`config.mk`:
```
export PLATFORM = sky130hd
export DESIGN_NAME = run_detect
export DESIGN_NICKNAME = d
export VERILOG_FILES = /design/src/rtl/run_detect_pkg.sv /design/src/rtl/run_detect_ch.sv /design/src/rtl/run_detect.sv
export SDC_FILE = /design/constraint.sdc
export NUM_CORES = 1
export LEC_CHECK = 0
export ABC_AREA = 0
export BUFFER_PORTS_ARGS = -buffer_cell sky130_fd_sc_hd__clkbuf_2
export CAP_MARGIN = 20
export CORE_AREA = 2 2 39 41
export CTS_CLUSTER_SIZE = 28
export DETAILED_ROUTE_END_ITERATION = 7
export DIE_AREA = 0 0 41 43
export HOLD_SLACK_MARGIN = 0.08
export MAX_ROUTING_LAYER = met4
export PLACE_DENSITY = 0.61
export SYNTH_ARGS = -nofsm -noshare
export SYNTH_HDL_FRONTEND = slang
export SYNTH_HIERARCHICAL = 1
export SYNTH_SLANG_ARGS = --single-unit
```
`constraint.sdc`:
```
create_clock -name clk -period 1.5 [get_ports clk]
set_clock_uncertainty 0.05 [all_clocks]
set_input_delay 0.15 -clock clk [delete_from_list [all_inputs] [get_ports clk]]
set_output_delay 0.15 -clock clk [all_outputs]
set_load 0.01 [all_outputs]
```
`src/rtl/run_detect_pkg.sv`:
```
// Shared types, run-mode constants and the qualification helper for run_detect.
package run_detect_pkg;

  typedef enum logic [1:0] {
    IDLE  = 2'b00,
    TRACK = 2'b01,
    FULL  = 2'b10
  } rd_state_t;

  localparam logic [1:0] RD_BOTH  = 2'b00;
  localparam logic [1:0] RD_ONES  = 2'b01;
  localparam logic [1:0] RD_ZEROS = 2'b10;
  localparam logic [1:0] RD_OFF   = 2'b11;

  function automatic logic allow(input logic v, input logic [1:0] mode);
    return (mode == RD_BOTH) | ((mode == RD_ONES) & v) | ((mode == RD_ZEROS) & ~v);
  endfunction

endpackage

```
`src/rtl/run_detect_ch.sv`:
```
// One channel of the run detector: run-tracking FSM, saturating counter, registered outputs.
module run_detect_ch
  import run_detect_pkg::*;
#(
  parameter int unsigned RUN   = 4,
  parameter int unsigned CNT_W = $clog2(RUN + 1)
) (
  input  logic       clk,
  input  logic       Reset,
  input  logic       clr,
  input  logic [1:0] mode,
  input  logic       en,
  input  logic       w,
  output logic       q,
  output logic       hit,
  output logic       val
);

  localparam logic [CNT_W-1:0] RunMax = CNT_W'(RUN);

  rd_state_t        st_q, st_d;
  logic [CNT_W-1:0] cnt_q, cnt_d;
  logic             val_q, val_d;
  logic             q_q, q_d;
  logic             hit_q, hit_d;

  always_comb begin
    st_d  = st_q;
    cnt_d = cnt_q;
    val_d = val_q;
    if (clr) begin
      st_d  = IDLE;
      cnt_d = '0;
      val_d = 1'b0;
    end else if (en) begin
      unique case (st_q)
        IDLE: begin
          st_d  = TRACK;
          cnt_d = CNT_W'(1);
          val_d = w;
        end
        TRACK: begin
          if (w == val_q) begin
            cnt_d = cnt_q + CNT_W'(1);
            if (cnt_q == RunMax - CNT_W'(1)) begin
              st_d = FULL;
            end
          end else begin
            cnt_d = CNT_W'(1);
            val_d = w;
          end
        end
        FULL: begin
          // Equal samples keep the saturated count; only a break restarts tracking.
          if (w != val_q) begin
            st_d  = TRACK;
            cnt_d = CNT_W'(1);
            val_d = w;
          end
        end
        default: begin
          st_d  = IDLE;
          cnt_d = '0;
          val_d = 1'b0;
        end
      endcase
    end
    q_d   = (st_d == FULL) & allow(val_d, mode);
    hit_d = q_d & ~q_q;
  end

  always_ff @(posedge clk or posedge Reset) begin
    if (Reset) begin
      st_q  <= IDLE;
      cnt_q <= '0;
      val_q <= 1'b0;
      q_q   <= 1'b0;
      hit_q <= 1'b0;
    end else begin
      st_q  <= st_d;
      cnt_q <= cnt_d;
      val_q <= val_d;
      q_q   <= q_d;
      hit_q <= hit_d;
    end
  end

  assign q   = q_q;
  assign hit = hit_q;
  assign val = val_q;

endmodule

```
`src/rtl/run_detect.sv`:
```
// Multi-channel run-length detector; one independent run_detect_ch per serial input.
module run_detect
  import run_detect_pkg::*;
#(
  parameter int unsigned CH    = 1,
  parameter int unsigned RUN   = 4,
  parameter int unsigned CNT_W = $clog2(RUN + 1)
) (
  input  logic          clk,
  input  logic          Reset,
  input  logic [CH-1:0] en,
  input  logic          clr,
  input  logic [1:0]    mode,
  input  logic [CH-1:0] w,
  output logic [CH-1:0] q,
  output logic [CH-1:0] hit,
  output logic [CH-1:0] val
);

  for (genvar i = 0; i < CH; i++) begin : g_ch
    run_detect_ch #(
      .RUN  (RUN),
      .CNT_W(CNT_W)
    ) u_ch (
      .clk  (clk),
      .Reset(Reset),
      .clr  (clr),
      .mode (mode),
      .en   (en[i]),
      .w    (w[i]),
      .q    (q[i]),
      .hit  (hit[i]),
      .val  (val[i])
    );
  end

endmodule

```
### Yosys cells after proc, flatten, opt, wreduce, memory -nomap -nowiden

Cells that the tools add are included.
W data, S select, Z words.

| cells by class | value |
|---|---|
| add/subtract/negate cells | 1 |
| eq/ne operators | 9 |
| mux-type cells | 16 |
| bitwise logic cells | 8 |
| reductions and logical operators | 4 |

Operators by type and width:

| cell | number |
|---|---|
| $mux W3 | 4 |
| $mux W2 | 5 |
| $pmux W3 S3 | 1 |
| $eq A2 B2 Y1 const B | 3 |
| $pmux W2 S3 | 1 |
| $and A1 B1 Y1 | 4 |
| $eq A2 B1 Y1 const B | 2 |
| $logic_not A2 Y1 | 2 |
| $mux W1 | 4 |
| $add A3 B1 Y3 const B | 1 |
| $eq A3 B2 Y1 const B | 1 |
| $ne A3 B2 Y1 const B | 1 |
| $pmux W1 S3 | 1 |
| $not A1 Y1 | 2 |
| $or A1 B1 Y1 | 2 |
| $reduce_and A2 Y1 | 1 |
| $reduce_bool A2 Y1 | 1 |
| $eq A1 B1 Y1 | 1 |
| $ne A1 B1 Y1 | 1 |

| word-level totals | value |
|---|---|
| register bits after elaboration | 8 |
| bits of input ports | 7 |
| output and inout port bits | 3 |
| word-level logic and storage cells | 43 |

### Depth between registers and ports, before layout

Gate-level depths: netlist of the first run.

| logic depth | value |
|---|---|
| word-level depth | 10 |
| mapped depth | 6 |
| gate-level depth less buffers | 6 |

### Worst setup path before layout of the first run

OpenSTA, ideal clock, no wires.

| path | value |
|---|---|
| path kind | reg-to-reg |
| start | register g_ch[0].u_ch.val_q |
| end | register g_ch[0].u_ch.hit_q |
| data arrival time | 1.509 ns |
| setup slack | -0.139 ns |
| stages on the path, launching flop included | 7 |
| period minus slack after synthesis | 1.639 ns |
| cells stage by stage | dfrtp_1 inv_1 ha_1 and4b_1 a22oi_1 a311oi_2 nor3b_2 |

| between the ends | value |
|---|---|
| longest elaborated chain between the ends | 10 |
| elaborated cells on any way between the ends | 20 |

RTL lines:

| element | line | source |
|---|---|---|
| start: declaration | run_detect_ch.sv:23 | `logic val_q, val_d;` |
| start signal: assignment | run_detect_ch.sv:82 | `val_q <= val_d;` |
| $ne A1 B1 Y1 / $eq A1 B1 Y1 (equally long branches) | run_detect_ch.sv:55, run_detect_ch.sv:43 |  |
| $mux W1, on equally long branches | run_detect_ch.sv:55, run_detect_ch.sv:43 |  |
| $pmux W1 S3 | run_detect_ch.sv:36 | `unique case (st_q)` |
| $mux W1 | run_detect_ch.sv:35 | `end else if (en) begin` |
| $mux W1 | run_detect_ch.sv:31 | `if (clr) begin` |
| $and A1 B1 Y1 / $not A1 Y1 (equally long branches) | run_detect_pkg.sv:16 | `return (mode == RD_BOTH) \| ((mode == RD_ONES) & v) \| ((mode == RD_ZEROS) & ~v);` |
| $or A1 B1 Y1 / $and A1 B1 Y1 (equally long branches) | run_detect_pkg.sv:16 |  |
| $or A1 B1 Y1 | run_detect_pkg.sv:16 |  |
| $and A1 B1 Y1 * | run_detect_ch.sv:68 | `q_d = (st_d == FULL) & allow(val_d, mode);` |
| $and A1 B1 Y1 * | run_detect_ch.sv:69 | `hit_d = q_d & ~q_q;` |
| via g_ch[0].u_ch.hit_d | run_detect_ch.sv:25 | `logic hit_q, hit_d;` |
| end signal: assignment | run_detect_ch.sv:84 | `hit_q <= hit_d;` |
| end: declaration | run_detect_ch.sv:25 |  |

Mark *: on every way through the listed nets, which the timed path passes. The rest lies on a longest branch.
A chain may end at the register's enable or synchronous reset.

### Worst setup path after layout of the first run

| path | value |
|---|---|
| start | register g_ch[0].u_ch.val_q |
| end | register g_ch[0].u_ch.cnt_q[2] |

| between the ends | value |
|---|---|
| longest elaborated chain between the ends | 5 |
| elaborated cells on any way between the ends | 8 |

RTL lines:

| element | line | source |
|---|---|---|
| $eq A1 B1 Y1 | run_detect_ch.sv:43 | `if (w == val_q) begin` |
| $mux W3 | run_detect_ch.sv:43 |  |
| $pmux W3 S3 | run_detect_ch.sv:36 |  |
| $mux W3 | run_detect_ch.sv:35 |  |
| $mux W3 | run_detect_ch.sv:31 |  |
| end signal: assignment | run_detect_ch.sv:81 | `cnt_q <= cnt_d;` |
| end: declaration | run_detect_ch.sv:22 | `logic [CNT_W-1:0] cnt_q, cnt_d;` |

Parallel ways exist; a longest one is shown, timed or not. The select of a mux whose other input is x is not followed.

==> results of run 1 <==
per-stage QoR:
step                      worst slack [ns]  cells  instance area, um^2  hold WS, ns  TNS [ns]
after floorplan                    -0.0269     52                  524      -0.0843   -0.0269
after global placement             -0.0542     79                  603       0.0472    -0.106
after detailed placement           -0.0703     79                  603       0.0501    -0.130
after CTS                          -0.0667     84                  643        0.130    -0.121
after global routing                -0.221     85                  668        0.152    -0.750
final                              -0.0911     85                  668        0.151    -0.284
repair_timing:
item / 4_1_cts / 5_1_grt
resized for setup: 1 / 6
hold buffers: 1 / 0
setup endpoints to repair: 4 / 6
endpoints found under the hold margin: 8 / 0
pin swaps: 2 / 1
setup buffers: 1 / 1
worst register-to-register path, cell delays in order (launching register included):
cell	delay, ns
dfrtp_1	0.39
inv_2	0.06
ha_4	0.28
buf_4	0.11
inv_2	0.03
or3_4	0.36
nor3_2	0.16
a21o_1	0.10
sequential cells by signal, indices dropped and copies added (netlist names):
signal           cells
g_ch.u_ch/cnt_q      3
g_ch.u_ch/st_q       2
g_ch.u_ch/hit        1
g_ch.u_ch/q          1
g_ch.u_ch/val        1
final cells by class:
class,count,area [um^2],area share [%]
timing repair buffer,16,100,15.0
inverter,4,15.0,2.25
tap,16,20.0,3.00
sequential,8,200,30.0
clock buffer,3,22.5,3.37
multi-input combinational,38,310,46.4
cells in the final DEF, fill, tap and decap left out:
| cell type | instances |
|---|---|
| dlygate4sd3_1 | 1 |
| nor3b_2 | 2 |
| nor2b_2 | 1 |
| and4b_1 | 1 |
| a21oi_1 | 3 |
| nand2_1 | 2 |
| inv_2 | 2 |
| buf_4 | 6 |
| inv_1 | 2 |
| a22oi_2 | 1 |
| o21ai_0 | 1 |
| dfrtp_1 | 8 |
| a21o_1 | 1 |
| clkbuf_2 | 9 |
| or2b_1 | 1 |
| nor3_2 | 1 |
| and2b_1 | 1 |
| ha_1 | 3 |
| a21boi_1 | 2 |
| a22oi_1 | 1 |
| ha_4 | 1 |
| o221ai_2 | 1 |
| o22ai_1 | 2 |
| or3_4 | 1 |
| clkbuf_4 | 3 |
| o21bai_1 | 1 |
| nor2_1 | 7 |
| a22o_1 | 1 |
| and2_1 | 1 |
| nand2b_1 | 1 |
| a311oi_2 | 1 |
cells by family after synthesis:
family	count (synthesis)	share of synthesized area (%)
buffers and inverters	6	6.11
AO/OA/AOI/OAI	15	22.7
flip-flops	8	39.1
AND/OR/NAND/NOR	19	22.3
adder cells (fa/ha/maj)	4	9.78
per-layer routing:
metal  global-route usage, %  vias up
met2                    21.6        9
met1                    20.7      210
li1                        -      220
met4                    12.0        0
met5                       -        -
met3                    1.57        2
power groups by stage:
stage          combinational (mW)  clock, mW  sequential, mW
2_1_floorplan              0.0534          0           0.233
3_3_place_gp               0.0847          0           0.233
3_5_place_dp               0.0865          0           0.233
4_1_cts                    0.0923      0.172           0.230
5_1_grt                     0.113      0.179           0.230
6_report                    0.100      0.162           0.230
how the worst max path moves through the flow:
stage / from / endpoint / slack, ns
global placement: g_ch[0].u_ch/val$_DFF_PP0_ / g_ch[0].u_ch/q$_DFF_PP0_ / -0.05
finish: g_ch[0].u_ch/val$_DFF_PP0_ / g_ch[0].u_ch/cnt_q[2]$_DFFE_PP0P_ / -0.09
CTS: g_ch[0].u_ch/val$_DFF_PP0_ / g_ch[0].u_ch/hit$_DFF_PP0_ / -0.07
detailed placement: g_ch[0].u_ch/val$_DFF_PP0_ / g_ch[0].u_ch/hit$_DFF_PP0_ / -0.07
floorplan: g_ch[0].u_ch/val$_DFF_PP0_ / g_ch[0].u_ch/hit$_DFF_PP0_ / -0.03
global route: g_ch[0].u_ch/val$_DFF_PP0_ / g_ch[0].u_ch/hit$_DFF_PP0_ / -0.22
==> flow_summary.yaml, run 1 <==
place:
  gp_congestion: 0.777
  portBuffers: 9
  post-dp-hpwl_um: 769
detailed_routing:
  drt-met1-wl_um: 484
  drtIter0Drc: 18
  first_pass_iters: 4
  detail_route.wl_per_cell_um: 12.3
  viasPerCell: 5.19
  routed-wl-met3_um: 36
  wl_met2_um: 507
  routed_wl_mm: 1.04
  drc: 0
  antenna_left: 0
  vias: 441
  dr.max_layer_used: "met4"
critical_path:
  arrival_ns: 1.73
  crit_top_cell: "inv_2"
  slowest_delay_ns: 0.39
  cpMaxStageDelayCell: "dfrtp_1"
  crit_fanout: 5
  reg2reg_slack_ns: -0.09
  reg2regPathDepth: 7
  reg2reg_to: "g_ch[0].u_ch/cnt_q[2]$_DFFE_PP0P_"
  crit_path_cell_trace: "inv_2 -> ha_4 -> buf_4 -> inv_2 -> or3_4 -> nor3_2 -> a21o_1"
  cpLargestDelayFamily: "simple AND/OR/NAND/NOR gates"
  cp-end-kind: "flip-flop"
  path_buf_inv: 3
  cp.required_ns: 1.64
  crit_type: "reg2reg"
  path_depth: 7
  start_kind: "flip-flop"
  reg2reg_from: "g_ch[0].u_ch/val$_DFF_PP0_"
cts:
  ctsHtreeMaxLevel: 1
  clk_pin_slew_ns: 0.05
  cts.sinks: 8
  clk_latency_ns: 0.25
  cts-root-buf: "clkbuf_4"
  numCtsBuffers: 3
  cts.path.max_buffers: 2
  cts_tree: "yes"
synthesis:
  yosysSeqAreaShare_pct: 39.1
  netlist_area_um2: 512
  yosys.area.top_type: "dfrtp_1"
  synth_warnings: 6
  yosysTopAreaCellShare_pct: 39.1
  synth-main-ff-cell: "dfrtp_1"
  synth_edf_count: 0
  synth_cell_types: 26
  async_reset_ff_share_pct: 100
  syn_area_per_cell_um2: 9.84
  netlist_instances: 52
  synth_area_leaders: "dfrtp_1 (39%), ha_1 (9.8%), nor2_1 (5.1%)"
  synth-seq-cells: 8
  syn-num-nets: 63
  ys_top_cells_by_count: "dfrtp_1 (8), nor2_1 (7), ha_1 (4), inv_1 (4), a21oi_1 (3)"
  yosysMostFrequentCell: "dfrtp_1"
floorplan:
  initial_utilization_pct: 37.0
  dieArea_um2: 1760
  ioPinCount: 10
  fp.dieW_um: 41
  die_y_um: 43
  num_rows: 14
  coreArea_um2: 1380
worst_hold_path:
  min-delay-start: "clr"
  holdPathEnd: "g_ch[0].u_ch/cnt_q[0]$_DFFE_PP0P_"
  holdPathStages: 2
  hold_path.class: "in2reg"
final_layout:
  area_delta_synth_final_pct: 30.6
  fillers: 138
  drive_gt1_share_pct: 42.0
  fin_nets: 82
  postLayoutCoreUtil_pct: 48.3
  antenna_cells: 0
pwr:
  seqPwrFrac_pct: 46.7
  combinationalPowerShare_pct: 20.4
  power_density_nw_per_um2: 736
  vdd_drop_max_mv: 0.431
  switchingPower_uw: 128
  swShare_pct: 26.1
  total_power_uw: 492
  total_leakage_power_nw: 0.326
  pwr-share-clk_pct: 32.9
  internal-power_uw: 364
timing:
  final.setup.worst_slack_ns: -0.0911
  rsz0062_at_grt: "true"
  fin_crit_ns: 1.59
  max_slew_margin_pct: 78.7
  maxSlewViolCount: 0
  period_share_pct: 106
  finalSetupViolCount: 4
  finalHoldViolCount: 0
  worstMarginPinSlew_ns: 0.319
  max_freq_ghz: 0.628
run_status:
  violations: "setup timing"
  status: "finished, violations left"
global_routing:
  grt_usage_pct: 15.8
  antenna_found_initial: 0
  grt_max_degree: 9
  overflow: 0
  grt_pass1_vias: 437
  grt_first_pass_wirelength_mm: 1.77
job:
  maxCapViolCount: 0
Note: power is estimated with default switching activity, not from simulation.
==> inputs of run 2 (changes only) <==
--- a/config.mk
+++ b/config.mk
@@ -8,13 +8,15 @@
 export ABC_AREA = 0
 export BUFFER_PORTS_ARGS = -buffer_cell sky130_fd_sc_hd__clkbuf_2
 export CAP_MARGIN = 20
-export CORE_AREA = 2 2 39 41
+export CELL_PAD_IN_SITES_DETAIL_PLACEMENT = 1
+export CELL_PAD_IN_SITES_GLOBAL_PLACEMENT = 1
+export CORE_MARGIN = 3
+export CORE_UTILIZATION = 35
 export CTS_CLUSTER_SIZE = 28
 export DETAILED_ROUTE_END_ITERATION = 7
-export DIE_AREA = 0 0 41 43
 export HOLD_SLACK_MARGIN = 0.08
 export MAX_ROUTING_LAYER = met4
-export PLACE_DENSITY = 0.61
+export PLACE_DENSITY = 0.71
 export SYNTH_ARGS = -nofsm -noshare
 export SYNTH_HDL_FRONTEND = slang
 export SYNTH_HIERARCHICAL = 1
==> run 2 against run 1 <==
Net effect: the run still ends with setup timing left; sequential cell count did not move; cell count rose by 3.5%; fmax rose by 0.89%; count of clock-buffer cells in the layout did not move; critical path depth fell by 1; non-clock buffer count rose by 4; register-to-register slack barely moved; design area rose by 6.7%; power rose by 4.2%; critical path type unchanged; critical endpoint is now g_ch[0].u_ch/hit$_DFF_PP0_; largest power group unchanged.
==> flow_summary.yaml, run 2 (synthesized netlist as in run 1, its figures left out) <==
run_status:
  status: "finished, violations left"
  violations: "setup timing"
global_routing:
  grt_max_degree: 9
  antenna_found_initial: 0
  grt_first_pass_wirelength_mm: 2.13
  overflow: 0
  grt_usage_pct: 15.4
  grt_pass1_vias: 488
final_layout:
  top_register: "g_ch.u_ch/cnt_q"
  reg.largest.list: "g_ch.u_ch/cnt_q x3, g_ch.u_ch/st_q x2"
  drive_gt1_share_pct: 50.7
  layout.cells.non_filler: 88
  area_delta_synth_final_pct: 39.4
  largest_register_ffs: 3
  final_common_cell: "buf_4"
  fillers: 156
  antenna_cells: 0
  most-common-layout-cells: "buf_4 (10), clkbuf_2 (9), dfrtp_1 (8)"
  fin_nets: 86
pwr:
  total_leakage_power_nw: 0.345
  power_density_nw_per_um2: 719
  vdd_drop_max_mv: 0.432
  total_power_uw: 513
floorplan:
  ioPinCount: 10
  initial_utilization_pct: 38.4
  die_y_um: 44.2
  dieArea_um2: 1960
  coreArea_um2: 1330
  fp.dieW_um: 44.2
  num_rows: 13
critical_path:
  reg2reg_from: "g_ch[0].u_ch/val$_DFF_PP0_"
  reg2reg_slack_ns: -0.08
  reg2regPathDepth: 6
  arrival_ns: 1.69
  cp.required_ns: 1.62
  crit_fanout: 4
  reg2reg_to: "g_ch[0].u_ch/hit$_DFF_PP0_"
  cp-end-kind: "flip-flop"
  crit_type: "reg2reg"
  start_kind: "flip-flop"
timing:
  max_slew_margin_pct: 77.8
  period_share_pct: 105
  rsz0062_at_grt: "true"
  maxSlewViolCount: 0
  worstMarginPinSlew_ns: 0.332
  setup_tns_ns: -0.108
  finalSetupViolCount: 3
  fin_crit_ns: 1.58
  final.setup.worst_slack_ns: -0.0771
  finalHoldViolCount: 0
  max_freq_ghz: 0.634
cts:
  cts.sinks: 8
  cts-root-buf: "clkbuf_4"
  numCtsBuffers: 3
  clk_pin_slew_ns: 0.06
  cts.path.max_buffers: 2
  cts_tree: "yes"
  clk_latency_ns: 0.25
  ctsHtreeMaxLevel: 1
worst_hold_path:
  hold_path.class: "in2reg"
  min-delay-start: "clr"
  holdPathStages: 2
  holdPathEnd: "g_ch[0].u_ch/st_q[1]$_DFF_PP0_"
detailed_routing:
  vias: 470
  routed_wl_mm: 1.31
  detail_route.wl_per_cell_um: 14.9
  drc: 0
  first_pass_iters: 4
  viasPerCell: 5.34
  drtIter0Drc: 5
  antenna_left: 0
place:
  dp.cells: 79
  portBuffers: 9
  post-dp-hpwl_um: 841
  gp_congestion: 0.718
job:
  maxCapViolCount: 0
run 2: changes by cell type in the layout (fill, tap and decap cells not counted):
cell,delta
nor2b_1,+1
a22oi_2,+1
ha_2,+1
a22oi_1,-1
a21boi_1,-2
ha_1,-1
a21boi_2,+2
a21oi_2,+1
a21oi_1,-1
nor2b_2,-1
buf_4,+4
run 2: where the power goes:
| group | switching [mW] | leakage, nW | internal [mW] |
|---|---|---|---|
| clock | 0.0698 | 0.0138 | 0.0914 |
| combinational | 0.0605 | 0.223 | 0.0619 |
| sequential | 0.00699 | 0.108 | 0.222 |
run 2: cell type report:
cell class	count	area [um^2]	share of cell area [%]
Inverter	4	15.0	2.11
Timing Repair Buffer	20	130	18.2
Sequential cell	8	200	28.1
Multi-Input combinational cell	38	327	45.8
Clock buffer	3	22.5	3.16
Tap cell	15	18.8	2.63
run 2: how the worst max path moves through the flow:
stage / from / to
final: g_ch[0].u_ch/val$_DFF_PP0_ / g_ch[0].u_ch/hit$_DFF_PP0_
after global routing: g_ch[0].u_ch/val$_DFF_PP0_ / g_ch[0].u_ch/hit$_DFF_PP0_
after CTS: g_ch[0].u_ch/val$_DFF_PP0_ / g_ch[0].u_ch/hit$_DFF_PP0_
after detailed placement: g_ch[0].u_ch/val$_DFF_PP0_ / g_ch[0].u_ch/hit$_DFF_PP0_
after global placement: g_ch[0].u_ch/val$_DFF_PP0_ / g_ch[0].u_ch/hit$_DFF_PP0_
after floorplan: g_ch[0].u_ch/val$_DFF_PP0_ / g_ch[0].u_ch/hit$_DFF_PP0_
run 2: metal layers:
layer  part of all wire (%)  global-route usage (%)  wire [um]  vias to the layer above
li1                       -                       -          -                      230
met2                     49                    24.1        644                        7
met5                      0                       -          0                        -
met3                    2.8                    3.66         37                        2
met4                   0.68                    7.23          9                        0
met1                     47                    18.5        622                      231
run 2: worst max-delay path, cell delays in order (launching register included):
cell and delay (ns):
dfrtp_1 0.38, inv_2 0.05, ha_4 0.27, and4b_1 0.24, a22oi_2 0.09, a311oi_2 0.21
nor3b_2 0.20
run 2: what timing repair did:
action                     CTS  global route
hold buffers                 1             0
hold endpoints to repair     8             0
buffers inserted             2             4
setup endpoints to repair    3             7
resized for setup            2             9
pin swaps                    2             8
run 2: per-stage QoR:
| stage | hold WS [ns] | setup slack (ns) | instance area [um^2] | util [%] |
|---|---|---|---|---|
| 4_1_cts | 0.148 | -0.0568 | 662 | 49.6 |
| 3_5_place_dp | 0.0493 | -0.0685 | 609 | 45.7 |
| 2_1_floorplan | -0.0843 | -0.0269 | 524 | - |
| 6_report | 0.155 | -0.0771 | 713 | 53.5 |
| 3_3_place_gp | 0.0447 | -0.0483 | 609 | 45.7 |
| 5_1_grt | 0.175 | -0.216 | 713 | 53.5 |
==> inputs of run 3 (changes only) <==
--- a/config.mk
+++ b/config.mk
@@ -5,18 +5,18 @@
 export SDC_FILE = /design/constraint.sdc
 export NUM_CORES = 1
 export LEC_CHECK = 0
-export ABC_AREA = 0
 export BUFFER_PORTS_ARGS = -buffer_cell sky130_fd_sc_hd__clkbuf_2
 export CAP_MARGIN = 20
 export CELL_PAD_IN_SITES_DETAIL_PLACEMENT = 1
 export CELL_PAD_IN_SITES_GLOBAL_PLACEMENT = 1
 export CORE_MARGIN = 3
-export CORE_UTILIZATION = 35
+export CORE_UTILIZATION = 38
 export CTS_CLUSTER_SIZE = 28
 export DETAILED_ROUTE_END_ITERATION = 7
 export HOLD_SLACK_MARGIN = 0.08
 export MAX_ROUTING_LAYER = met4
-export PLACE_DENSITY = 0.71
+export PLACE_DENSITY = 0.73
+export RECOVER_POWER = 50
 export SYNTH_ARGS = -nofsm -noshare
 export SYNTH_HDL_FRONTEND = slang
 export SYNTH_HIERARCHICAL = 1
==> constraint.sdc (replaced) <==
create_clock -name clk -period 1.7 [get_ports clk]
set_clock_uncertainty 0.05 [all_clocks]
set_input_delay 0.17 -clock clk [delete_from_list [all_inputs] [get_ports clk]]
set_output_delay 0.17 -clock clk [all_outputs]
set_load 0.01 [all_outputs]
==> run 3 against run 2 <==
Net effect: the flow now finishes without violations; sequential cell count is the same; cell count shrank 8.0%; combinational power shrank 31%; sequential share of layout area grew 3.2 points; utilization grew 0.54 points; worst hold slack gained 0.015 ns; die area shrank 6.8%; power shrank 17%; largest cell class unchanged.
==> flow_summary.yaml, run 3 (synthesized netlist as in run 1, its figures left out) <==
place:
  pre_cts_ws_ns: 0.0327
  post_dp_cell_area_um2: 581
  gp_congestion: 0.752
  post-dp-hpwl_um: 821
  portBuffers: 9
  dp.cells: 76
pwr:
  seqPwrFrac_pct: 47.6
  vdd_drop_max_mv: 0.347
  swShare_pct: 25.2
  switchingPower_uw: 107
  total_power_uw: 425
  internal-power_uw: 318
  combinationalPowerShare_pct: 19.8
  pwr-share-clk_pct: 32.6
  power_density_nw_per_um2: 664
  total_leakage_power_nw: 0.314
critical_path:
  reg2regPathDepth: 7
  cp-end-kind: "flip-flop"
  startpoint: "g_ch[0].u_ch/val$_DFF_PP0_"
  reg2reg_slack_ns: 0.08
  start_kind: "flip-flop"
  reg2reg_from: "g_ch[0].u_ch/val$_DFF_PP0_"
  reg2reg_to: "g_ch[0].u_ch/cnt_q[2]$_DFFE_PP0P_"
  crit_type: "reg2reg"
  crit_path_cell_trace: "inv_1 -> ha_4 -> buf_4 -> inv_1 -> or3_4 -> nor3_1 -> a21o_1"
  cpMaxStageDelayCell: "dfrtp_1"
  slowest_delay_ns: 0.38
  cp.required_ns: 1.83
  crit_top_cell: "inv_1"
  arrival_ns: 1.76
  crit_fanout: 5
timing:
  max_slew_margin_pct: 78.2
  fin_crit_ns: 1.62
  final.setup.worst_slack_ns: 0.0773
  hold_ws_ns: 0.170
  max_freq_ghz: 0.616
  worstMarginPinSlew_ns: 0.323
  finalHoldViolCount: 0
  finalSetupViolCount: 0
  setup_tns_ns: 0
  period_share_pct: 95.5
  maxSlewViolCount: 0
cts:
  cts-root-buf: "clkbuf_4"
  clk_latency_ns: 0.25
  numCtsBuffers: 3
  ctsHtreeMaxLevel: 1
  cts_tree: "yes"
  clk_pin_slew_ns: 0.05
  cts.path.max_buffers: 2
  cts.sinks: 8
worst_hold_path:
  holdPathEnd: "g_ch[0].u_ch/st_q[1]$_DFF_PP0_"
  min-delay-start: "clr"
  holdPathStages: 2
  hold_path.class: "in2reg"
detailed_routing:
  drc: 0
  routed_wl_mm: 1.10
  viasPerCell: 5.33
  first_pass_iters: 4
  vias: 432
  drtIter0Drc: 5
  detail_route.wl_per_cell_um: 13.5
  antenna_left: 0
floorplan:
  die_y_um: 42.7
  coreArea_um2: 1190
  ioPinCount: 10
  dieArea_um2: 1820
  fp.dieW_um: 42.7
  initial_utilization_pct: 43.1
  num_rows: 12
final_layout:
  area_delta_synth_final_pct: 25.2
  antenna_cells: 0
  fin_nets: 80
  most-common-layout-cells: "clkbuf_2 (9), dfrtp_1 (8), nor2_1 (6)"
  fin_area_um2: 641
  final_common_cell: "clkbuf_2"
  reg.largest.list: "g_ch.u_ch/cnt_q x3, g_ch.u_ch/st_q x2"
  largest_register_ffs: 3
  layout.cells.non_filler: 81
  drive_gt1_share_pct: 34.3
  postLayoutCoreUtil_pct: 54.0
  top_register: "g_ch.u_ch/cnt_q"
run_status:
  status: "completed"
global_routing:
  grt_pass1_vias: 424
  overflow: 0
  grt_max_degree: 11
  grt_usage_pct: 13.8
  antenna_found_initial: 0
  grt_first_pass_wirelength_mm: 1.86
job:
  maxCapViolCount: 0
-- run 3: worst max-delay path by stage --
stage	to	slack, ns	depth (start not counted)
3_3_place_gp	g_ch[0].u_ch/hit$_DFF_PP0_	0.07	6
6_report	g_ch[0].u_ch/cnt_q[2]$_DFFE_PP0P_	0.08	7
2_1_floorplan	g_ch[0].u_ch/hit$_DFF_PP0_	0.06	6
5_1_grt	g_ch[0].u_ch/cnt_q[2]$_DFFE_PP0P_	-0.01	7
4_1_cts	g_ch[0].u_ch/cnt_q[2]$_DFFE_PP0P_	0.01	7
3_5_place_dp	g_ch[0].u_ch/cnt_q[2]$_DFFE_PP0P_	0.03	7
-- run 3: power by group through the flow --
| stage | clock [mW] | combinational, mW | sequential (mW) |
|---|---|---|---|
| after floorplan | 0 | 0.0423 | 0.205 |
| after global placement | 0 | 0.0715 | 0.205 |
| after detailed placement | 0 | 0.0729 | 0.206 |
| after CTS | 0.150 | 0.0747 | 0.203 |
| after global routing | 0.162 | 0.0968 | 0.203 |
| final | 0.139 | 0.0842 | 0.203 |
-- run 3: what timing repair did --
action / CTS / global route
setup buffers: 0 / 1
endpoints found under the hold margin: 8 / 0
hold buffers: 1 / 0
endpoints found under the setup margin: 0 / 4
gates resized for setup: 0 / 3
-- run 3: cell type report --
cell class,instances,area (um^2)
Tap cell,14,17.5
Sequential cell,8,200
Fill cell,141,546
Inverter,4,15.0
Clock buffer,3,22.5
Timing Repair Buffer,14,85.1
Multi-Input combinational cell,38,300
-- run 3: metal layers --
metal / part of all wire (%) / global-route usage (%)
met4: 0 / 7.45
met3: 3.6 / 1.27
met2: 48 / 20.1
met5: 0 / -
met1: 48 / 18.9
-- run 3: worst max-delay path: cells and delay by family (launching register included) --
| kind | cells | cell delay, ns |
|---|---|---|
| buf+inv | 3 | 0.22 |
| fa+ha+maj | 1 | 0.28 |
| flops | 1 | 0.38 |
| simple gates | 2 | 0.51 |
| compound gates | 1 | 0.10 |
